`config.mk`:
```
export PLATFORM = sky130hd
export DESIGN_NAME = forward_scoreboard_flat
export DESIGN_NICKNAME = d
export VERILOG_FILES = /design/src/rtl/forward_scoreboard_pkg.sv /design/src/rtl/forward_scoreboard_if.sv /design/src/rtl/forward_scoreboard_sb_match.sv /design/src/rtl/forward_scoreboard.sv /design/src/flat_wrapper.sv
export SDC_FILE = /design/constraint.sdc
export NUM_CORES = 1
export LEC_CHECK = 0
export ABC_AREA = 1
export BUFFER_PORTS_ARGS = -buffer_cell sky130_fd_sc_hd__buf_2
export CORE_MARGIN = 4
export CORE_UTILIZATION = 35
export DETAILED_ROUTE_END_ITERATION = 8
export GPL_ROUTABILITY_DRIVEN = 0
export MAX_ROUTING_LAYER = met4
export PLACE_DENSITY = 0.68
export SYNTH_ARGS = -nofsm -noshare
export SYNTH_HDL_FRONTEND = slang
export SYNTH_HIERARCHICAL = 1
export SYNTH_SLANG_ARGS = --single-unit
```
`constraint.sdc`:
```
create_clock -name CLK -period 4.35 [get_ports CLK]
set_clock_uncertainty 0.1 [all_clocks]
set_input_delay 0.87 -clock CLK [delete_from_list [all_inputs] [get_ports CLK]]
set_output_delay 0.87 -clock CLK [all_outputs]
set_load 0.01 [all_outputs]
```
`src/rtl/forward_scoreboard_pkg.sv`:
```
// Shared types for the forwarding/hazard scoreboard.
// Entry layout, forward-select width helper and stage index names.
package scoreboard_pkg;

    localparam int SB_EX  = 0;
    localparam int SB_MEM = 1;
    localparam int SB_WB  = 2;

    // Destination field is sized for the widest register file we expect (REGW <= 8)
    localparam int SB_WSEL_W = 8;

    typedef struct packed {
        logic                 valid;
        logic                 is_load;
        logic [SB_WSEL_W-1:0] wsel;
    } sb_entry_t;

    function automatic int sb_sel_w(input int depth);
        return $clog2(depth + 1);
    endfunction

endpackage

```
`src/rtl/forward_scoreboard_if.sv`:
```
// Decode-side bundle of the forwarding scoreboard.
// master = decode/datapath, slave = scoreboard.
interface forward_scoreboard_if
    import scoreboard_pkg::*;
#(
    parameter int DEPTH  = 3,
    parameter int REGW   = 5,
    parameter int WORD_W = 32,
    parameter int SELW   = sb_sel_w(DEPTH)
);
    logic                          advance;
    logic                          squash;
    logic                          issue_valid;
    logic [REGW-1:0]               issue_rs;
    logic [REGW-1:0]               issue_rt;
    logic                          issue_uses_rs;
    logic                          issue_uses_rt;
    logic                          issue_regwr;
    logic                          issue_is_load;
    logic [REGW-1:0]               issue_wsel;
    logic [WORD_W-1:0]             rf_rdat1;
    logic [WORD_W-1:0]             rf_rdat2;
    logic [DEPTH-1:0][WORD_W-1:0]  stage_data;
    logic                          stall;
    logic [SELW-1:0]               fwd_sel_rs;
    logic [SELW-1:0]               fwd_sel_rt;
    logic [WORD_W-1:0]             fwd_rs;
    logic [WORD_W-1:0]             fwd_rt;

    modport master (
        output advance, squash, issue_valid,
        output issue_rs, issue_rt, issue_uses_rs, issue_uses_rt,
        output issue_regwr, issue_is_load, issue_wsel,
        output rf_rdat1, rf_rdat2, stage_data,
        input  stall, fwd_sel_rs, fwd_sel_rt, fwd_rs, fwd_rt
    );

    modport slave (
        input  advance, squash, issue_valid,
        input  issue_rs, issue_rt, issue_uses_rs, issue_uses_rt,
        input  issue_regwr, issue_is_load, issue_wsel,
        input  rf_rdat1, rf_rdat2, stage_data,
        output stall, fwd_sel_rs, fwd_sel_rt, fwd_rs, fwd_rt
    );
endinterface

```
`src/rtl/forward_scoreboard_sb_match.sv`:
```
// Priority match of one source select against the in-flight writers.
// Youngest (lowest index) matching entry wins.
module sb_match
    import scoreboard_pkg::*;
#(
    parameter int DEPTH      = 3,
    parameter int REGW       = 5,
    parameter int LOAD_STAGE = SB_WB,
    parameter int SELW       = sb_sel_w(DEPTH)
) (
    input  sb_entry_t [DEPTH-1:0] i_ent,
    input  logic [REGW-1:0]       i_sel,
    input  logic                  i_use,
    output logic                  o_hit,
    output logic [SELW-1:0]       o_idx,
    output logic                  o_hazard
);
    logic w_load;

    always_comb begin
        o_hit    = 1'b0;
        o_idx    = '0;
        w_load   = 1'b0;
        o_hazard = 1'b0;
        for (int i = DEPTH - 1; i >= 0; i--) begin
            if (i_ent[i].valid && (i_ent[i].wsel == SB_WSEL_W'(i_sel)) &&
                (i_sel != '0) && i_use) begin
                o_hit  = 1'b1;
                o_idx  = SELW'(i);
                w_load = i_ent[i].is_load;
            end
        end
        o_hazard = o_hit && w_load && (int'(o_idx) < LOAD_STAGE);
    end
endmodule

```
`src/rtl/forward_scoreboard.sv`:
```
// Hazard/forwarding scoreboard at the decode/execute boundary.
// Define SCOREBOARD_STATS_EN to add the saturating stall_count output.
module forward_scoreboard
    import scoreboard_pkg::*;
#(
    parameter int DEPTH      = 3,
    parameter int REGW       = 5,
    parameter int WORD_W     = 32,
    parameter int LOAD_STAGE = SB_WB,
    parameter int SELW       = sb_sel_w(DEPTH)
) (
    input  logic                  CLK,
    input  logic                  RST,
    forward_scoreboard_if.slave   sb
`ifdef SCOREBOARD_STATS_EN
    ,
    output logic [31:0]           stall_count
`endif
);
    sb_entry_t [DEPTH-1:0] r_ent;
    sb_entry_t             w_new;
    logic                  w_ins;
    logic                  w_stall;
    logic                  w_hit_rs, w_hit_rt;
    logic                  w_haz_rs, w_haz_rt;
    logic [SELW-1:0]       w_idx_rs, w_idx_rt;

    sb_match #(
        .DEPTH(DEPTH), .REGW(REGW), .LOAD_STAGE(LOAD_STAGE), .SELW(SELW)
    ) u_match_rs (
        .i_ent(r_ent), .i_sel(sb.issue_rs), .i_use(sb.issue_uses_rs),
        .o_hit(w_hit_rs), .o_idx(w_idx_rs), .o_hazard(w_haz_rs)
    );

    sb_match #(
        .DEPTH(DEPTH), .REGW(REGW), .LOAD_STAGE(LOAD_STAGE), .SELW(SELW)
    ) u_match_rt (
        .i_ent(r_ent), .i_sel(sb.issue_rt), .i_use(sb.issue_uses_rt),
        .o_hit(w_hit_rt), .o_idx(w_idx_rt), .o_hazard(w_haz_rt)
    );

    // Squash overrides stall: the flushed instruction must not hold decode
    assign w_stall = sb.issue_valid && !sb.squash && (w_haz_rs || w_haz_rt);
    assign w_ins   = sb.issue_valid && sb.issue_regwr &&
                     (sb.issue_wsel != '0) && !w_stall && !sb.squash;
    assign w_new   = '{valid: 1'b1, is_load: sb.issue_is_load,
                       wsel: SB_WSEL_W'(sb.issue_wsel)};
    assign sb.stall = w_stall;

    always_comb begin
        sb.fwd_sel_rs = w_hit_rs ? w_idx_rs + SELW'(1) : '0;
        sb.fwd_sel_rt = w_hit_rt ? w_idx_rt + SELW'(1) : '0;
        sb.fwd_rs     = sb.rf_rdat1;
        sb.fwd_rt     = sb.rf_rdat2;
        for (int i = 0; i < DEPTH; i++) begin
            if (w_hit_rs && (w_idx_rs == SELW'(i)))
                sb.fwd_rs = sb.stage_data[i];
            if (w_hit_rt && (w_idx_rt == SELW'(i)))
                sb.fwd_rt = sb.stage_data[i];
        end
    end

    always_ff @(posedge CLK or posedge RST) begin
        if (RST) begin
            r_ent <= '0;
        end else if (sb.advance) begin
            for (int i = 1; i < DEPTH; i++)
                r_ent[i] <= r_ent[i-1];
            r_ent[SB_EX] <= w_ins ? w_new : '0;
        end
    end

`ifdef SCOREBOARD_STATS_EN
    logic [31:0] r_stall_cnt;

    always_ff @(posedge CLK or posedge RST) begin
        if (RST)
            r_stall_cnt <= '0;
        else if (sb.advance && w_stall && (r_stall_cnt != '1))
            r_stall_cnt <= r_stall_cnt + 32'd1;
    end

    assign stall_count = r_stall_cnt;
`endif

endmodule
```
`src/flat_wrapper.sv`:
```
// flat-port wrapper written by rule: the top's interface ports become plain ports
module forward_scoreboard_flat import scoreboard_pkg::*;
#(
    parameter int DEPTH      = 3,
    parameter int REGW       = 5,
    parameter int WORD_W     = 32,
    parameter int LOAD_STAGE = SB_WB,
    parameter int SELW       = sb_sel_w(DEPTH)
)
  (CLK, RST, sb_advance, sb_squash, sb_issue_valid, sb_issue_rs, sb_issue_rt, sb_issue_uses_rs, sb_issue_uses_rt, sb_issue_regwr, sb_issue_is_load, sb_issue_wsel, sb_rf_rdat1, sb_rf_rdat2, sb_stage_data, sb_stall, sb_fwd_sel_rs, sb_fwd_sel_rt, sb_fwd_rs, sb_fwd_rt);
  forward_scoreboard_if #(.DEPTH(DEPTH), .REGW(REGW), .WORD_W(WORD_W), .SELW(SELW)) sb_i ();
  input  logic CLK;
  input  logic RST;
  input wire logic [$bits(sb_i.advance)-1:0] sb_advance;
  input wire logic [$bits(sb_i.squash)-1:0] sb_squash;
  input wire logic [$bits(sb_i.issue_valid)-1:0] sb_issue_valid;
  input wire logic [$bits(sb_i.issue_rs)-1:0] sb_issue_rs;
  input wire logic [$bits(sb_i.issue_rt)-1:0] sb_issue_rt;
  input wire logic [$bits(sb_i.issue_uses_rs)-1:0] sb_issue_uses_rs;
  input wire logic [$bits(sb_i.issue_uses_rt)-1:0] sb_issue_uses_rt;
  input wire logic [$bits(sb_i.issue_regwr)-1:0] sb_issue_regwr;
  input wire logic [$bits(sb_i.issue_is_load)-1:0] sb_issue_is_load;
  input wire logic [$bits(sb_i.issue_wsel)-1:0] sb_issue_wsel;
  input wire logic [$bits(sb_i.rf_rdat1)-1:0] sb_rf_rdat1;
  input wire logic [$bits(sb_i.rf_rdat2)-1:0] sb_rf_rdat2;
  input wire logic [$bits(sb_i.stage_data)-1:0] sb_stage_data;
  output wire logic [$bits(sb_i.stall)-1:0] sb_stall;
  output wire logic [$bits(sb_i.fwd_sel_rs)-1:0] sb_fwd_sel_rs;
  output wire logic [$bits(sb_i.fwd_sel_rt)-1:0] sb_fwd_sel_rt;
  output wire logic [$bits(sb_i.fwd_rs)-1:0] sb_fwd_rs;
  output wire logic [$bits(sb_i.fwd_rt)-1:0] sb_fwd_rt;
  assign sb_i.advance = sb_advance;
  assign sb_i.squash = sb_squash;
  assign sb_i.issue_valid = sb_issue_valid;
  assign sb_i.issue_rs = sb_issue_rs;
  assign sb_i.issue_rt = sb_issue_rt;
  assign sb_i.issue_uses_rs = sb_issue_uses_rs;
  assign sb_i.issue_uses_rt = sb_issue_uses_rt;
  assign sb_i.issue_regwr = sb_issue_regwr;
  assign sb_i.issue_is_load = sb_issue_is_load;
  assign sb_i.issue_wsel = sb_issue_wsel;
  assign sb_i.rf_rdat1 = sb_rf_rdat1;
  assign sb_i.rf_rdat2 = sb_rf_rdat2;
  assign sb_i.stage_data = sb_stage_data;
  assign sb_stall = sb_i.stall;
  assign sb_fwd_sel_rs = sb_i.fwd_sel_rs;
  assign sb_fwd_sel_rt = sb_i.fwd_sel_rt;
  assign sb_fwd_rs = sb_i.fwd_rs;
  assign sb_fwd_rt = sb_i.fwd_rt;
  forward_scoreboard #(.DEPTH(DEPTH), .REGW(REGW), .WORD_W(WORD_W), .LOAD_STAGE(LOAD_STAGE), .SELW(SELW)) u_core (.CLK(CLK), .RST(RST), .sb(sb_i));
endmodule
```
* Word level (Yosys, flattened, before mapping)
Cells that the tools add are included.
** Word-level totals
- Output and inout port bits :: 69
- Input port bits :: 184
- Logic and storage cells :: 92
- Flip-flop bits (word level) :: 30
** Operators by class
- Muxes and demuxes :: 27
- $add $sub $neg :: 2
- Equal/unequal tests :: 10
- Order comparisons :: 2
- Reduce and logical (&&, ||, !) cells :: 42
** Operator list (count)
- two-way mux 32 bit :: 6
- == test 8 x 5 -> 1 bit :: 6
- logical AND 1 bit :: 34
- two-way mux 2 bit :: 8
- nonzero test 5 bit :: 3
- two-way mux 1 bit :: 12
- two-way mux 10 bit :: 1
- adder 2 x 1 -> 2 bit (second input constant) :: 2
- == test 2 x 1 -> 1 bit (second input constant) :: 2
- == test 2 bit (second input constant) :: 2
- logical NOT 2 bit :: 2
- < comparator 2 bit (second input constant) :: 2
- logical NOT 1 bit :: 2
- logical OR 1 bit :: 1

* Logic depth before layout (Yosys ltp)
- Depth after elaboration :: 15
- Mapped depth :: 18
- Mapped depth without buffers :: 17

* By module
Netlist, hierarchy kept.
** By module, submodules not included
- forward_scoreboard :: cells each 641, area an instance 3144.3 um^2, sequential area each 525.5 um^2, times used 1
- sb_match :: cells each 86, area an instance 390.4 um^2, sequential area each 0.0 um^2, times used 2

* Worst setup path after synthesis
OpenSTA, ideal clock, no wires.
- Kind :: in2out
- Start :: input port sb_issue_rt[0]
- End :: output port sb_fwd_rt[30]
- Setup slack :: 0.944 ns
- Arrival time :: 2.436 ns
- Data required time :: 3.380 ns
- Stages on the path :: 16
- Path buffers :: 1
- Cell sequence :: inv_2 > nand2_1 > nand2_1 > nor2_2 > nand3_1 > nor2_2 > inv_1 > a21oi_1 > inv_1 > ha_1 > nand2_2 > clkbuf_1 > nand2_1 > nand3_1 > nand2_1 > nand2_1
** On the way
- Elaborated cells on any way between the ends :: 28
** RTL lines
- from (decl) :: line flat_wrapper.sv:18 : input wire logic [$bits(sb_i.issue_rt)-1:0] sb_issue_rt;
- == test 8 x 5 -> 1 bit :: line forward_scoreboard_sb_match.sv:26 : if (i_ent[i].valid && (i_ent[i].wsel == SB_WSEL_W'(i_sel)) &&
- logical AND 1 bit (2 in a row) :: line forward_scoreboard_sb_match.sv:26
- logical AND 1 bit :: line forward_scoreboard_sb_match.sv:27 : (i_sel != '0) && i_use) begin
- two-way mux 2 bit :: line forward_scoreboard_sb_match.sv:26
- two-way mux 2 bit * :: line forward_scoreboard_sb_match.sv:26
- via u_core.w_idx_rt[0] :: line forward_scoreboard.sv:26 : logic [SELW-1:0] w_idx_rs, w_idx_rt;
- logical NOT 2 bit :: line forward_scoreboard.sv:58 : if (w_hit_rt && (w_idx_rt == SELW'(i)))
- logical AND 1 bit :: line forward_scoreboard.sv:58
- two-way mux 32 bit (2 in a row) :: line forward_scoreboard.sv:58
- two-way mux 32 bit * :: line forward_scoreboard.sv:58
- to (decl) :: line flat_wrapper.sv:31 : output wire logic [$bits(sb_i.fwd_rt)-1:0] sb_fwd_rt;
Mark *: on every way through the listed nets, which the timed path passes. The rest lies on a longest branch.

* Worst setup path after layout
- Start :: input port sb_issue_rs[3]
- End :: output port sb_fwd_rs[9]
** On the way
- Elaborated cells on any way between the ends :: 28
** RTL lines
- from (decl) :: line flat_wrapper.sv:17 : input wire logic [$bits(sb_i.issue_rs)-1:0] sb_issue_rs;
- == test 8 x 5 -> 1 bit :: line forward_scoreboard_sb_match.sv:26
- logical AND 1 bit (2 in a row) :: line forward_scoreboard_sb_match.sv:26
- logical AND 1 bit :: line forward_scoreboard_sb_match.sv:27
- two-way mux 2 bit :: line forward_scoreboard_sb_match.sv:26
- two-way mux 2 bit * :: line forward_scoreboard_sb_match.sv:26
- via u_core.w_idx_rs[0] :: line forward_scoreboard.sv:26
- logical NOT 2 bit :: line forward_scoreboard.sv:56 : if (w_hit_rs && (w_idx_rs == SELW'(i)))
- logical AND 1 bit :: line forward_scoreboard.sv:56
- two-way mux 32 bit (2 in a row) :: line forward_scoreboard.sv:56
- two-way mux 32 bit * :: line forward_scoreboard.sv:56
- to (decl) :: line flat_wrapper.sv:30 : output wire logic [$bits(sb_i.fwd_rs)-1:0] sb_fwd_rs;
Marks and branches as above.

==> impl_metrics.yaml <==
outcome:
  outcome: "completed"
sta:
  hold_viol_final: 0
  tightest_slew_ns: 0.722
  timing.final.max_slew_violations: 0
  fin_crit_sh: 0.928
  postLayoutSetupSlackWorst_ns: 0.315
  setup_viol_count_final: 0
  worst_slew_margin_rel: 0.518
  fmax_ghz: 0.248
  finalCriticalPeriod_ns: 4.04
  sum_of_negative_setup_slack_ns: 0
  grt_setup_unrepaired: "no"
place:
  detailedPlacementHpwl_microns: 13200
  post-place-cells: 1185
  port-buffer-count: 252
  dp_slack_ns: 0.358
power_and_ir_drop:
  peakVddDrop_v: 0.000177
  power_switching_share: 0.363
  power_leakage_nw: 3.31
  netSwitchingPower_mw: 0.221
  power.internal_mw: 0.388
  p_clk_frac: 0.188
  seq_power_share: 0.342
  comb_power_share: 0.471
  power_per_cell_area_nw_per_um2: 115
critical_path:
  critical-path-top-delay-family: "buffers and inverters"
  worstRegToRegCells: 13
  cp_num_cells: 18
  setup.worst_path.end_class: "primary output"
  cp_slowest_cell: "sky130_fd_sc_hd__buf_4"
  worstSetupStartpointType: "primary input"
  cp.buffers_inverters: 6
  critical-path-top-cell-by-count: "sky130_fd_sc_hd__nand2_1"
  timing.critical_path.cells: "buf_2, inv_2, nand2_1, nand2_1, nor2_1, nand3_1, nor2_2, inv_1, a21oi_1, inv_1, ha_1, nand2_1, buf_4, nand2_1, nand3_1, nand2_1, nand2_1, buf_2"
  path_max_fanout: 32
  timing.critical_path.arrival_ns: 3.07
  worstPathRequired_ns: 3.38
  criticalPathCategory: "in2out"
  timing.critical_path.slowest_cell_delay_ns: 0.39
layout:
  largest_register_ffs: 20
  num-fill-cells: 1246
  multi_input_comb_area_sq_um: 2910
  area_growth_syn_to_layout_pct: 36.6
  drive_gt1_frac: 0.280
  regMostFlops: "u_core/r_ent"
  final_cells: 1190
  largestRegisters: "u_core/r_ent (20)"
  sequential_cell_area_sq_um: 500
  final_nets: 1240
floorplan:
  die_area_sq_um: 12900
  initial_standard_cell_utilization_of_the_core: 0.359
  core-area_sq_um: 10800
  ioPinCount: 253
  horizontal_extent_of_the_die_microns: 113
  dieHeight_microns: 113
  rows: 38
synthesis:
  synth-warning-count: 6
  syn_std_cell_area_sq_um: 3890
  synthesized_instance_count: 809
  synth.avg_cell_area_sq_um: 4.81
clock_network:
  tritoncts.num_buffers: 3
  clock_insertion_delay_worst_skew_ns: 0.25
  cts-hold-fix-buffers: 0
  cts_setup_buffers: 0
  clockRootBuffer: "sky130_fd_sc_hd__clkbuf_8"
  htree_num_levels: 1
  tritoncts: "done"
  clk_transition_reported_paths_ns: 0.06
  clock_sink_count: 20
  clockBufferDepth: 2
  post_cts.resized_instances: 0
global_routing:
  grt_antenna_before_repair: 2
  first_global_vias: 5160
  gr-total-overflow: 0
  largest_net_degree_at_the_start_of_global_routing: 50
  track_usage: 0.251
  wire_length_of_the_first_global_routing_pass_microns: 25900
job:
  drv.max_cap_violation_count: 0
worst_hold_path:
  worst_hold_path_type: "reg2reg"
  holdPathStages: 2
route:
  drt.antenna.violating_nets: 0
  wl_per_cell_microns: 14.2
  drt-total-wl_microns: 16900
  drcViolationCount: 0
  vias: 5781
  drt-initial-drc-count: 907
  detailedRoute.firstPassIterationCount: 6
  vias_per_cell: 4.86
metrics by stage:
step,area (sq um),util,power [mW],hold WS [ns]
after floorplan,3950,-,0.341,0.363
after global placement,5270,0.486,0.496,0.417
after detailed placement,5270,0.486,0.496,0.423
after CTS,5310,0.489,0.610,0.438
after global routing,5310,0.490,0.662,0.486
final,5310,0.490,0.609,0.434
layer usage:
| metal | share of wire | track usage |
|---|---|---|
| met5 | 0 | - |
| met4 | 0.025 | 0.0681 |
| met3 | 0.10 | 0.0302 |
| met2 | 0.45 | 0.398 |
| met1 | 0.42 | 0.340 |
layout make-up:
type,instances,area share
diodes,2,0.000942
clock buffers,3,0.00777
inverters,92,0.0650
multi-input cells,675,0.548
flip-flops and latches,20,0.0942
well taps,140,0.0330
repair buffers,258,0.251
power groups by stage:
stage,logic (mW),registers (mW),clock network [mW]
after floorplan,0.135,0.206,0
after global placement,0.285,0.211,0
after detailed placement,0.284,0.211,0
after CTS,0.286,0.208,0.116
after global routing,0.323,0.210,0.129
final,0.287,0.208,0.114
final timing paths:
kind / startpoint / endpoint / slack [ns]
hold / removal: u_core/r_ent[22] / u_core/r_ent[22] / 0.43
setup / recovery: sb_issue_rs[3] / sb_fwd_rs[9] / 0.31
min in group asynchronous: RST / u_core/r_ent[23] / 0.63
hold reg to reg: u_core/r_ent[22] / u_core/r_ent[22] / 0.43
max in group asynchronous: RST / u_core/r_ent[18] / 3.07
setup reg to reg: u_core/r_ent[1] / u_core/r_ent[1] / 2.19
worst register-to-register path, cell delays in order, from the launching register on:
cell,delay [ns]
sky130_fd_sc_hd__dfrtp_1,0.46
sky130_fd_sc_hd__inv_1,0.07
sky130_fd_sc_hd__nand2_1,0.06
sky130_fd_sc_hd__nand2_1,0.06
sky130_fd_sc_hd__nor2_1,0.12
sky130_fd_sc_hd__nand2_1,0.10
sky130_fd_sc_hd__nor2_4,0.11
sky130_fd_sc_hd__nand2_2,0.07
sky130_fd_sc_hd__nand3_1,0.07
sky130_fd_sc_hd__nand2_1,0.04
sky130_fd_sc_hd__or2_2,0.30
sky130_fd_sc_hd__nor2_1,0.32
sky130_fd_sc_hd__nand3_1,0.14
sky130_fd_sc_hd__nand2_1,0.08
layout by cell type (no fill, tap or decap), drive strengths merged:
| cell | count |
|---|---|
| buf | 258 |
| dfrtp | 20 |
| a21oi | 68 |
| o211ai | 2 |
| xor2 | 2 |
| nand3b | 1 |
| xnor2 | 2 |
| inv | 92 |
| nor3 | 2 |
| nand4 | 4 |
| nand2 | 428 |
| diode | 2 |
| conb | 18 |
| o21ai | 16 |
| clkbuf | 3 |
| or2 | 5 |
| ha | 6 |
| and2 | 1 |
| nor2 | 38 |
| nand3 | 82 |
Note: power is estimated with default switching activity, not from simulation.
